==> src/rtl/bcd_count_controller.sv <==
`default_nettype none
// ============================================================================
// Module      : bcd_count_controller
// Description : Command-driven sequencer for an internal DIGITS-wide BCD
//               counter. Accepts START/STOP/CLEAR/LOAD commands, validates
//               loaded terminal-count targets, and pulses done at terminal
//               count in one-shot or auto-reload mode.
// Revision    : 1.0 - initial release
// ============================================================================
module bcd_count_controller #(
    parameter int DIGITS = 2
) (
    input  logic                clock,
    input  logic                reset,
    input  logic                cmd_valid,
    output logic                cmd_ready,
    input  logic [1:0]          cmd_op,
    input  logic [4*DIGITS-1:0] cmd_data,
    input  logic                mode_reload,
    output logic [4*DIGITS-1:0] count,
    output logic                running,
    output logic                done,
    output logic                bcd_err
);

    localparam int W = 4 * DIGITS;

    localparam logic [1:0] c_op_start = 2'b00;
    localparam logic [1:0] c_op_stop  = 2'b01;
    localparam logic [1:0] c_op_clear = 2'b10;
    localparam logic [1:0] c_op_load  = 2'b11;

    localparam logic [W-1:0] c_all_nines = {DIGITS{4'd9}};

    typedef enum logic [2:0] {
        ST_IDLE  = 3'd0,
        ST_RUN   = 3'd1,
        ST_PAUSE = 3'd2,
        ST_HALT  = 3'd3,
        ST_CHECK = 3'd4
    } state_t;

    state_t         state_q, state_d;
    state_t         ret_state_q, ret_state_d;
    logic [W-1:0]   count_q, count_d;
    logic [W-1:0]   target_q, target_d;
    logic [W-1:0]   staged_q, staged_d;
    logic           done_q, done_d;
    logic           bcd_err_q, bcd_err_d;

    logic           w_accept;
    logic           w_start, w_stop, w_clear, w_load;

    // Ripple-carry BCD increment; all-nines wraps to zero.
    function automatic logic [W-1:0] bcd_inc(input logic [W-1:0] v);
        logic         carry;
        logic [W-1:0] r;
        carry = 1'b1;
        r     = v;
        for (int i = 0; i < DIGITS; i++) begin
            if (carry) begin
                if (v[4*i +: 4] == 4'd9) begin
                    r[4*i +: 4] = 4'd0;
                end else begin
                    r[4*i +: 4] = v[4*i +: 4] + 4'd1;
                    carry       = 1'b0;
                end
            end
        end
        return r;
    endfunction

    // True when every nibble is a legal BCD digit.
    function automatic logic bcd_valid(input logic [W-1:0] v);
        logic ok;
        ok = 1'b1;
        for (int i = 0; i < DIGITS; i++) begin
            if (v[4*i +: 4] > 4'd9) ok = 1'b0;
        end
        return ok;
    endfunction

    // Commands are refused during reset and during the one-cycle target check.
    assign cmd_ready = reset && (state_q != ST_CHECK);
    assign w_accept  = cmd_valid && cmd_ready;
    assign w_start   = w_accept && (cmd_op == c_op_start);
    assign w_stop    = w_accept && (cmd_op == c_op_stop);
    assign w_clear   = w_accept && (cmd_op == c_op_clear);
    assign w_load    = w_accept && (cmd_op == c_op_load);

    assign count   = count_q;
    assign running = (state_q == ST_RUN);
    assign done    = done_q;
    assign bcd_err = bcd_err_q;

    // Next-state, counter and target update logic.
    always_comb begin
        state_d     = state_q;
        ret_state_d = ret_state_q;
        count_d     = count_q;
        target_d    = target_q;
        staged_d    = staged_q;
        done_d      = 1'b0;
        bcd_err_d   = bcd_err_q;

        if (w_load) staged_d = cmd_data;

        unique case (state_q)
            ST_IDLE: begin
                if (w_start) begin
                    state_d = ST_RUN;
                end else if (w_clear) begin
                    count_d = '0;
                end else if (w_load) begin
                    state_d     = ST_CHECK;
                    ret_state_d = ST_IDLE;
                end
            end
            ST_RUN: begin
                // STOP and CLEAR take priority over terminal count; START
                // and LOAD are swallowed and counting carries on.
                if (w_stop) begin
                    state_d = ST_PAUSE;
                end else if (w_clear) begin
                    count_d = '0;
                end else if (count_q == target_q) begin
                    done_d = 1'b1;
                    if (mode_reload) begin
                        count_d = '0;
                    end else begin
                        state_d = ST_HALT;
                    end
                end else begin
                    count_d = bcd_inc(count_q);
                end
            end
            ST_PAUSE: begin
                if (w_start) begin
                    state_d = ST_RUN;
                end else if (w_clear) begin
                    count_d = '0;
                end else if (w_load) begin
                    state_d     = ST_CHECK;
                    ret_state_d = ST_PAUSE;
                end
            end
            ST_HALT: begin
                if (w_start) begin
                    count_d = '0;
                    state_d = ST_RUN;
                end else if (w_clear) begin
                    count_d = '0;
                    state_d = ST_IDLE;
                end else if (w_stop) begin
                    state_d = ST_IDLE;
                end else if (w_load) begin
                    state_d     = ST_CHECK;
                    ret_state_d = ST_IDLE;
                end
            end
            ST_CHECK: begin
                state_d = ret_state_q;
                if (bcd_valid(staged_q)) begin
                    target_d  = staged_q;
                    bcd_err_d = 1'b0;
                end else begin
                    bcd_err_d = 1'b1;
                end
            end
            default: begin
                state_d = ST_IDLE;
            end
        endcase
    end

    // State registers with synchronous active-low reset.
    always_ff @(posedge clock) begin
        if (!reset) begin
            state_q     <= ST_IDLE;
            ret_state_q <= ST_IDLE;
            count_q     <= '0;
            target_q    <= c_all_nines;
            staged_q    <= '0;
            done_q      <= 1'b0;
            bcd_err_q   <= 1'b0;
        end else begin
            state_q     <= state_d;
            ret_state_q <= ret_state_d;
            count_q     <= count_d;
            target_q    <= target_d;
            staged_q    <= staged_d;
            done_q      <= done_d;
            bcd_err_q   <= bcd_err_d;
        end
    end

endmodule
`default_nettype wire
==> config.mk <==
export PLATFORM = sky130hd
export DESIGN_NAME = bcd_count_controller
export DESIGN_NICKNAME = d
export VERILOG_FILES = /design/src/rtl/bcd_count_controller.sv
export SDC_FILE = /design/constraint.sdc
export NUM_CORES = 1
export LEC_CHECK = 0
export ABC_AREA = 1
export CORE_AREA = 4 4 64 66
export CTS_CLUSTER_DIAMETER = 60
export DETAILED_ROUTE_END_ITERATION = 10
export DIE_AREA = 0 0 68 70
export HOLD_SLACK_MARGIN = 0.15
export PLACE_DENSITY = 0.78
export SLEW_MARGIN = 20
export SYNTH_ARGS = -nofsm -noshare
export SYNTH_HDL_FRONTEND = slang
export SYNTH_SLANG_ARGS = --single-unit
==> constraint.sdc <==
create_clock -name clock -period 2.48 [get_ports clock]
set_input_delay 0.248 -clock clock [delete_from_list [all_inputs] [get_ports clock]]
set_output_delay 0.248 -clock clock [all_outputs]
set_load 0.005 [all_outputs]
==> results.md, run 1 <==
* Outcome: completed
* Synth area leaders: dfxtp_1 (32%), nand2_1 (12%), inv_1 (6.7%), a21oi_1 (5.8%), nand3_1 (5.0%)
* Fin crit period at 1890 ps
* Global-route wire length before repair at 6870 um
* Hold EP: staged_q[4]
* CP Class: flop to primary output
* FF-to-FF End: count[5]
* Clock Latency Late Sink at 330 ps
* DR pass1 iterations at 5
* Yosys reg bits at 30
* Antenna violations before repair at 0
* CTS tree: yes
* Ys Warns at 0
* Crit path max fanout at 6
* CP Data Arrival Time at 1640 ps
* Hold slack at 458 ps
* Post-synth EDFFs at 0
* R2R setup slack at 780 ps
* Worst-path clk slew at 100 ps
* Asr flop ratio synth at 0%
* Syn Std Cell Area at 1890 um^2
* Top cells by count, synth: nand2_1 (63), inv_1 (34), dfxtp_1 (30)
* Hold Path Stages at 2
* Fin Setup TNS at 0 ps
* Tot Pwr at 1220 uW
* Share of post-route cells with drive strength above 1 at 13.6%
* Max Cap Viol at 0
* CTS resizes at 0
* Final setup viols at 0
* Area share of the largest cell type after synthesis at 31.7%
* Distinct cells, synth at 32
* Maximum VDD drop at 0.454 mV
* Number of routed nets with antenna violations at 0
* Met3 usage at 6.91%
* Power per Cell Area at 537 nW/um^2
* Hold Crit Class: flop to flop
* Tcrit/Tclk final at 76.3%
* I/O pins at 26
* Postcts setup bufs at 0
* Leak pwr at 0.000986 uW
* Clock Path Buffers at 2
* Total congestion overflow at 0
* Root Buffer: clkbuf_4
* Vias at 1835
* GR Util met1 at 23.7%
* Pin count of the biggest net entering global routing at 26
* Die Area at 4760 um^2
* Via density per instance at 5.15
* # rows at 22
* Clk sinks at 30
* Hold Crit Start: staged_q[4]
* Syn Nets at 300
* Total track usage at 18.7%
* Primary FF master, synth: dfxtp_1
* Port-buffer cells at 25
* Wirelength per Cell at 11.5 um
* Core Region at 3580 um^2
* Final Max Tran Viols at 0
* H-tree depth at 2
* CP endpoint kind: primary output
* Final layout net count at 325
* Final Hold Viols at 0
* Setup ws final at 588 ps
* Worst reg2reg path depth at 12
* Post-DP HPWL at 2990 um
* Worst-Margin Slew at 379 ps
* Final core utilization at 63.6%
* Die height at 70 um
* Fmax at 0.529 GHz
* Seq/Total Area, Yosys at 31.7%
* CP required at 2230 ps
* Average cell area after synthesis at 6.71 um^2
* Vias in the first global route at 1573
* Relative slew slack at 74.1%
* Routability congestion estimate at 0.900
* CTS Buf Count at 5
* Hold-fix buffers, CTS at 0
* Drt total wl at 4090 um
* Post-synth top area cell: dfxtp_1
* Chip Width at 68 um
* DRT iter0 DRCs at 172
* Syn Inst Count at 282
* Most instantiated library cell after synthesis: nand2_1
* DP Worst Slack at 530 ps
* Initial core utilization at 52.9%
* RSZ-0062 raised after global routing: false
* Filler Cell Count at 341
* P&R area growth vs syn at 20.2%
* Top Usage Layer GRT: met2
* Met2 Usage GRT at 29.2%
* Critical path launch point type: flop
* Worst r2r src: count[6]
* Remaining routing DRC violations at 0
* Skew final at 9.93 ps
* Diodes inserted at 0
==> flip-flops by register name, summed over array words and instances (netlist names) <==
signal       count
ret_state_q      1
done             1
state_q          3
target_q         8
bcd_err          1
staged_q         8
count            8
==> per-stage QoR <==
step | area (um^2) | instances
floorplan | 1890 | 282
global placement | 2160 | 348
detailed placement | 2160 | 348
CTS | 2280 | 356
global route | 2280 | 356
finish | 2280 | 356
==> worst max path at each step <==
stage | start | endpoint | slack [ps] | cells past startpoint
after floorplan | count[1] | count[1] | 1000 | 10
after global placement | cmd_op[1] | count[0] | 560 | 10
after detailed placement | cmd_op[1] | count[0] | 530 | 10
after CTS | state_q[0] | cmd_ready | 570 | 5
after global routing | state_q[0] | cmd_ready | 480 | 5
final | state_q[0] | cmd_ready | 590 | 5
==> worst max-delay path, stage by stage (launching register included) <==
cell and delay [ps]:
dfxtp_1 470, nor2_2 80, nand2_4 100, inv_2 60, nor2_2 90, clkdlybuf4s50_1 510
==> layout make-up <==
class | count | area (um^2) | share of cell area, %
clock inverters | 2 | 60.1 | 2.64
flip-flops and latches | 30 | 601 | 26.4
well taps | 48 | 60.1 | 2.64
clock buffers | 6 | 51.3 | 2.25
repair buffers | 29 | 280 | 12.3
multi-input cells | 196 | 1050 | 46.3
inverters | 45 | 169 | 7.42
==> layer usage <==
metal / vias to the layer above / share of wire (%)
met2: 50 / 48
met4: 0 / 0.88
met1: 814 / 45
li1: 965 / -
met3: 6 / 6.7
met5: - / 0
==> logic make-up (layout without fill, tap and decap cells) <==
family | Yosys count | after routing | synth area share [%]
buffers and inverters | 56 | 82 | 12.6
AND/OR/NAND/NOR | 137 | 137 | 35.8
adder cells (fa/ha/maj) | 4 | 4 | 2.64
flip-flops | 30 | 30 | 31.7
XOR/XNOR | 4 | 4 | 1.85
AO/OA/AOI/OAI | 51 | 51 | 15.5
==> power breakdown <==
part / switching, uW / internal, uW
registers: 21.9 / 500
clock network: 177 / 341
logic: 103 / 79.6
total: 302 / 921
==> cell usage in the layout, fill, tap and decap left out, types with 3 or more instances in the layout <==
master and n:
clkdlybuf4s50_1 25, inv_2 11, nand2_1 63, nand2_4 3, and2_0 4, dfxtp_1 30, o21ai_0 16, inv_1 34
clkbuf_4 5, nand3_1 19, a21oi_2 4, a21oi_1 22, nor2_2 5, buf_4 4, nand3_2 3, nor2_1 19
o211ai_1 3, ha_1 4, nand4_1 14
No activity file was read; power rests on OpenSTA's default activity.
==> run 2: changes to the inputs <==
CORE_AREA = 4 4 68 70   (was 4 4 64 66)
DIE_AREA = 0 0 72 74   (was 0 0 68 70)
PLACE_DENSITY = 0.73   (was 0.78)
clock period = 1.5 ns   (was 2.48 ns; I/O delays follow)
==> run 2 against run 1 <==
The flow now finishes with violations (setup timing). Critical path depth up 6. Sequential power up 64%. Die area up 12%. Clock power up 32%. Count of clock-buffer cells in the layout unchanged. Final area up 19%. Register-to-register slack worse by 800 ps. Worst hold slack worse by 130 ps. Sequential share of layout area down 3.6 points. Critical endpoint is now count[5]. Largest cell class unchanged. Highest routed layer unchanged.
==> results.md, run 2 (same netlist as run 1, synthesis figures left out) <==
* Outcome: complete, but fails checks
* Failing checks: setup timing
* Most common cell after layout, fill and taps aside: nand2_1
* Combinational Power Share at 22.1%
* Die height at 74 um
* Final Max Tran Viols at 0
* CP Class: flop to flop
* Part of the power in the clock network at 34.6%
* P&R area growth vs syn at 43.4%
* Chip Width at 72 um
* Clock Latency Late Sink at 290 ps
* Hold-fix buffers, CTS at 0
* Final setup viols at 4
* Most frequent cells in the layout: nand2_1 (54), buf_4 (36), inv_1 (31)
* Hold slack at 333 ps
* Post-DP HPWL at 3570 um
* Fin crit period at 1520 ps
* I/O pins at 26
* Fmax at 0.657 GHz
* Sw Share at 29.1%
* Drt total wl at 5090 um
* Die Area at 5330 um^2
* CTS tree: yes
* Worst-path clk slew at 60 ps
* CP Data Arrival Time at 1740 ps
* Hold Crit Start: cmd_op[0]
* # rows at 23
* Leak pwr at 0.00122 uW
* Antenna violations before repair at 0
* Critical path origin: state_q[0]
* Skew final at 7.31 ps
* Diodes inserted at 0
* Wire length on met2 at 2530 um
* DR pass1 iterations at 4
* H-tree depth at 2
* Initial core utilization at 47.7%
* Routed wl met3 at 370 um
* Clk sinks at 30
* Maximum VDD drop at 0.646 mV
* Root Buffer: clkbuf_8
* Routability congestion estimate at 0.871
* Total track usage at 19.7%
* Global-route wire length before repair at 8080 um
* Crit path max fanout at 5
* P_int at 1400 uW
* Pin count of the biggest net entering global routing at 26
* Worst r2r src: state_q[0]
* Final Hold Viols at 0
* Final Non-Filler Cells at 395
* Total congestion overflow at 0
* NetSw at 574 uW
* Port-buffer cells at 25
* Sequential share of power at 43.3%
* DRT iter0 DRCs at 141
* Via density per instance at 5.15
* Tcrit/Tclk final at 101%
* Hold Crit Class: input pin to flop
* Core Region at 3970 um^2
* Highest Signal Layer: met4
* CP required at 1720 ps
* Power per Cell Area at 727 nW/um^2
* Setup ws final at -22.0 ps
* Vias at 2035
* Wirelength per Cell at 12.9 um
* DP Cell Count at 383
* Remaining routing DRC violations at 0
* Share of post-route cells with drive strength above 1 at 33.9%
* RSZ-0062 raised after global routing: true
* Final layout net count at 362
* Clock Path Buffers at 2
* Vias in the first global route at 1819
* Relative slew slack at 74.3%
* M1 WL at 2110 um
* CP endpoint kind: flop
* Max Cap Viol at 0
* Worst-Margin Slew at 385 ps
* CTS Buf Count at 5
* Number of routed nets with antenna violations at 0
* Critical path launch point type: flop
-- run 2: path summary, 6_finish.rpt --
kind,end,slack [ps],cells after the start
worst min-delay path,ret_state_q[1],330,3
worst max register to register,count[5],-20,11
worst min register to register,staged_q[4],450,2
worst max-delay path,count[5],-20,11
-- run 2: final cells by class --
class | count | area [um^2]
inverters | 45 | 176
well taps | 50 | 62.6
fillers | 324 | 1260
flip-flops and latches | 30 | 619
repair buffers | 66 | 591
clock inverters | 2 | 12.5
clock buffers | 6 | 82.6
multi-input cells | 196 | 1170
-- run 2: repair_timing --
item | 4_1_cts | 5_1_grt
pin swaps | 3 | 13
endpoints found under the setup margin | 16 | 24
cloned | 0 | 0
setup buffers | 1 | 3
resized for setup | 21 | 39
-- run 2: metrics by stage --
stage / area, um^2 / setup WS (ps) / setup TNS (ps) / total power [uW] / util, %
4_1_cts: 2580 / -183 / -235 / 1940 / 64.9
6_report: 2720 / -22.0 / -66.6 / 1980 / 68.4
2_1_floorplan: 1890 / 17.1 / 0 / 1070 / -
5_1_grt: 2720 / -145 / -1140 / 2080 / 68.4
3_3_place_gp: 2430 / -463 / -4960 / 1230 / 61.1
3_5_place_dp: 2430 / -479 / -5710 / 1240 / 61.1
-- run 2: worst max-delay path, stage by stage, from the launching register on --
cell and delay (ps):
dfxtp_2 330, buf_4 160, nand2_4 100, nor2_4 40
buf_6 120, nand2_4 80, inv_4 50, nand3_4 90
nand2_4 100, nor2_4 180, nand2_1 90, a21oi_2 110
-- run 2: power by group through the flow --
| stage | Sequential, uW | Combinational (uW) | Clock, uW |
|---|---|---|---|
| 6_report | 855 | 436 | 684 |
| 5_1_grt | 858 | 481 | 739 |
| 4_1_cts | 851 | 389 | 700 |
| 3_5_place_dp | 867 | 371 | 0 |
| 3_3_place_gp | 866 | 363 | 0 |
| 2_1_floorplan | 874 | 196 | 0 |
-- run 2: metal layers --
metal,track usage [%],up-vias
met2,34.7,63
met3,3.78,7
met4,9.81,0
met5,0,-
met1,23.0,924
li1,-,1041
==> run 3: changes to the inputs <==
SLEW_MARGIN = not set   (was 20)
==> results of run 3 <==
Same layout as run 2: the final DEF is identical, and so are final timing and power.
